<file path="config.mk">
export PLATFORM = sky130hd
export DESIGN_NAME = fetch_sequencer
export DESIGN_NICKNAME = d
export VERILOG_FILES = /design/src/rtl/fetch_sequencer.sv
export SDC_FILE = /design/constraint.sdc
export NUM_CORES = 1
export LEC_CHECK = 0
export CORE_UTILIZATION = 48
export CTS_BUF_LIST = sky130_fd_sc_hd__clkbuf_4
export DETAILED_ROUTE_END_ITERATION = 16
export PLACE_DENSITY_LB_ADDON = 0.1
export SYNTH_ARGS = -nofsm -noshare
export SYNTH_HDL_FRONTEND = slang
export SYNTH_SLANG_ARGS = --single-unit
</file>
<file path="constraint.sdc">
create_clock -name clk -period 2.2 [get_ports clk]
set_input_delay 0.33 -clock clk [delete_from_list [all_inputs] [get_ports clk]]
set_output_delay 0.33 -clock clk [all_outputs]
set_load 0.02 [all_outputs]
</file>
<file path="src/rtl/fetch_sequencer.sv">
// Fetch sequencer for the 5-stage 8-bit core: owns pc and the IF/ID register,
// resolves jumps in ID with a one-bubble squash and drains before halting.
module fetch_sequencer #(
  parameter int PC_W      = 8,
  parameter int PROG_LEN  = 6,
  parameter int DRAIN_CYC = 4
) (
  input  logic            clk,
  input  logic            reset,
  input  logic            start,
  input  logic            hold,
  input  logic [PC_W-1:0] instr_in,
  output logic [PC_W-1:0] pc,
  output logic [PC_W-1:0] ifid_instr,
  output logic [PC_W-1:0] ifid_pc,
  output logic            ifid_valid,
  output logic            flush,
  output logic            illegal,
  output logic [1:0]      state,
  output logic            halted
);

  localparam int CNT_W = (DRAIN_CYC > 2) ? $clog2(DRAIN_CYC) : 1;
  localparam logic [PC_W-1:0]  PROG_END = PC_W'(PROG_LEN);
  localparam logic [CNT_W-1:0] CNT_LD   = CNT_W'(DRAIN_CYC - 1);

  typedef enum logic [1:0] {IDLE = 2'b00, RUN = 2'b01, DRAIN = 2'b10, HALT = 2'b11} state_t;

  typedef struct packed {
    logic [PC_W-1:0] instr;
    logic [PC_W-1:0] pc;
    logic            valid;
  } ifid_t;

  state_t          st_q, st_d;
  ifid_t           ifid_q, ifid_d;
  logic [PC_W-1:0] pc_q, pc_d;
  logic            ill_q, ill_d;
  logic [CNT_W-1:0] cnt_q, cnt_d;
  logic [1:0]      op;

  assign op = ifid_q.instr[PC_W-1:PC_W-2];

  always_ff @(posedge clk) begin
    if (reset) begin
      st_q   <= IDLE;
      pc_q   <= '0;
      ifid_q <= '0;
      ill_q  <= 1'b0;
      cnt_q  <= '0;
    end else begin
      st_q   <= st_d;
      pc_q   <= pc_d;
      ifid_q <= ifid_d;
      ill_q  <= ill_d;
      cnt_q  <= cnt_d;
    end
  end

  // Hold freezes everything by leaving every next-value at its default.
  always_comb begin
    st_d   = st_q;
    pc_d   = pc_q;
    ifid_d = ifid_q;
    ill_d  = ill_q;
    cnt_d  = cnt_q;
    flush  = 1'b0;
    if (!hold) begin
      unique case (st_q)
        IDLE: if (start) st_d = RUN;
        RUN: begin
          if (ifid_q.valid && op == 2'b11) begin
            // Redirect stays within the current 64-word page.
            pc_d         = {pc_q[PC_W-1:6], ifid_q.instr[5:0]};
            ifid_d.valid = 1'b0;
            flush        = 1'b1;
          end else if (ifid_q.valid && op == 2'b10) begin
            ill_d        = 1'b1;
            ifid_d.valid = 1'b0;
            st_d         = DRAIN;
            cnt_d        = CNT_LD;
          end else if (pc_q >= PROG_END) begin
            ifid_d.valid = 1'b0;
            st_d         = DRAIN;
            cnt_d        = CNT_LD;
          end else begin
            ifid_d.instr = instr_in;
            ifid_d.pc    = pc_q;
            ifid_d.valid = 1'b1;
            pc_d         = pc_q + 1'b1;
          end
        end
        DRAIN: begin
          if (cnt_q == '0) st_d = HALT;
          else             cnt_d = cnt_q - 1'b1;
        end
        HALT: ;
      endcase
    end
  end

  assign pc         = pc_q;
  assign ifid_instr = ifid_q.instr;
  assign ifid_pc    = ifid_q.pc;
  assign ifid_valid = ifid_q.valid;
  assign illegal    = ill_q;
  assign state      = st_q;
  assign halted     = (st_q == HALT);

endmodule
</file>
==> results_dict.tcl <==
set metrics [dict create \
    netlist_instances 161 \
    drive_gt1_share_pct 10.4 \
    cts_hold_buffers 0 \
    hold_viol_final 0 \
    critPathRequiredTime_ps 2460 \
    synth_area_leaders "dfxtp_1 (42%), ha_1 (6.2%), a21oi_1 (6.0%)" \
    critPathKind "reg2reg" \
    rsz0062_at_grt "false" \
    antenna_found_initial 0 \
    tightest_slew_ps 427 \
    cts_tree "yes" \
    ys_seq_area_share_pct 42.3 \
    root_buffer "clkbuf_4" \
    yosys.area.top_type_share_pct 42.3 \
    synth-seq-cells 30 \
    grt-ovfl-total 0 \
    maxCapViolCount 0 \
    slew_headroom_pct 71.3 \
    dr.first_iter.drc_count 52 \
    synth.cell_area_um2 1420 \
    grt_pass1_vias 1236 \
    endpoint_kind "flip-flop" \
    clkLatencyLatePin_ps 330 \
    cts_buffers 5 \
    drc 0 \
    arrival_ps 2340 \
    drtAntennaViolNets 0 \
    grt_pass1_wl_um 5870 \
    worst-path-max-fanout 7 \
    finalCritPeriodShare_pct 94.6 \
    initial_core_util_pct 51.0 \
    grt_max_degree 17 \
    ys_warn_count 0 \
    io_pins 42 \
    diodes 0 \
    leakagePower_uw 0.000702 \
    avgRoutedWirePerCell_um 14.6 \
    die_y_um 56.4 \
    core-area_um2 2780 \
    clock.fmax_mhz 480 \
    chipWidth_um 56.4 \
    gp_congestion 0.905 \
    final-max-slew-violation-count 0 \
    ir_worst_vdd_v 0.000608 \
    yosysUniqueCellTypes 37 \
    dr.pass1.iters 5 \
    dp_cells 234 \
    hold_class "reg2reg" \
    final_cells 242 \
    synthesis.nets 180 \
    routed_wl_um 3520 \
    die-area_um2 3180 \
    nets 229 \
    clockBufferDepth 2 \
    clock_skew_ps 3.39 \
    area_delta_synth_final_pct 37.2 \
    path_clk_slew_ps 90 \
    num_vias 1398 \
    clkSinkCount 30 \
    post_cts_buffers 0 \
    hpwl_um 2650 \
    setup_tns_ps 0 \
    h-tree-depth 2 \
    synth_largest_area_cell "dfxtp_1" \
    synth_area_per_cell_um2 8.81 \
    numPortBuffers 41 \
    rows 19 \
    grt_usage_pct 23.8 \
    startpoint_type "flip-flop" \
    status "finished, final reports clean" \
    setup_viol 0 \
    finalCriticalPeriod_ps 2080 \
    powerDensity_nw_per_um2 559 \
    post_drt_via_cell_ratio 5.78 \
]
[synthesized netlist by cell type, drive strengths merged]
library cell and count:
nor2 11, o21ai 15, dfxtp 30, a2111o 1, inv 6, and4 1
a41oi 2, buf 3, or4 1, clkbuf 6, a31oi 1, a22oi 2
nand4 3, a211oi 5, nand3b 2, and2 1, o32ai 1, mux2i 2
nor2b 5, a211o 2, o21ba 1, a41o 1, nand3 14, nand2b 5
o22ai 1, nor3 2, o21bai 1, ha 7, a21oi 18, and3 2
nand2 4, nor3b 5
[layer usage]
layer / vias up / track usage, % / share of wire [%]
li1: 680 / - / -
met1: 675 / 29.8 / 46
met2: 38 / 38.8 / 48
met3: 5 / 6.91 / 5.5
met4: 0 / 8.71 / 1.4
met5: - / 0 / 0
[flip-flops by register name, indices dropped and copies added (netlist names)]
| register | cells |
|---|---|
| cnt_q | 2 |
| ifid_valid | 1 |
| state | 2 |
| ifid_instr | 8 |
| illegal | 1 |
| pc | 8 |
| ifid_pc | 8 |
[cells by family after synthesis]
family | synth area share, %
compound gates | 22.8
fa+ha+maj | 6.17
buf+inv | 5.03
flops | 42.3
mux | 1.41
simple gates | 22.2
[final timing paths]
path	startpoint	to	slack, ps	cells after the start
worst min register to register	cnt_q[1]$_SDFFE_PP0P_	cnt_q[1]$_SDFFE_PP0P_	480	2
worst max-delay path	state[1]$_SDFFE_PP0P_	state[1]$_SDFFE_PP0P_	120	6
worst max register to register	state[1]$_SDFFE_PP0P_	state[1]$_SDFFE_PP0P_	120	6
worst min-delay path	cnt_q[1]$_SDFFE_PP0P_	cnt_q[1]$_SDFFE_PP0P_	480	2
[layout make-up]
class	count	area, um^2
Fill cell	242	835
Multi-Input combinational cell	116	747
Sequential cell	30	601
Timing Repair Buffer	51	484
Clock buffer	6	45.0
Tap cell	31	38.8
Inverter	6	22.5
Clock inverter	2	8.76
[worst max-delay path, stage by stage (launching register included)]
cell and delay, ps:
dfxtp_1 440, inv_1 110, ha_1 270, a41o_1 290, or4_4 540, a21oi_4 150
mux2i_1 210
[power by group]
part	total, uW	leakage, uW	internal [uW]	switching [uW]
Sequential	579	0.000243	561	18.6
Clock	323	0.0000331	132	191
Combinational	187	0.000426	89.8	96.9
[per-stage QoR]
step	hold WS [ps]	utilization, %	power (uW)	setup WS (ps)	instance area, um^2
2_1_floorplan	441	-	695	234	1420
3_3_place_gp	454	68.1	768	144	1890
3_5_place_dp	464	68.1	777	128	1890
4_1_cts	478	70.0	1100	145	1950
5_1_grt	494	70.0	1140	39.4	1950
6_report	478	70.0	1090	118	1950
[layout by cell type, fill, tap and decap left out, drive strengths merged, types with 4 or more instances in the layout]
| cell type | Yosys | final |
|---|---|---|
| nor2 | 11 | 11 |
| nor3b | 5 | 5 |
| nand2 | 4 | 4 |
| o21ai | 15 | 15 |
| a21oi | 18 | 18 |
| inv | 6 | 6 |
| a211oi | 5 | 5 |
| nand3 | 14 | 14 |
| nand2b | 5 | 5 |
| ha | 7 | 7 |
| buf | 3 | 10 |
| dfxtp | 30 | 30 |
| clkdlybuf4s50 | 0 | 40 |
| nor2b | 5 | 5 |
| clkbuf | 6 | 6 |
[what timing repair did]
action                                  CTS  global route
hold endpoints to repair                  0             0
gates resized for setup                   1             0
endpoints found under the setup margin    1             0
No activity file was read; power rests on OpenSTA's default activity.
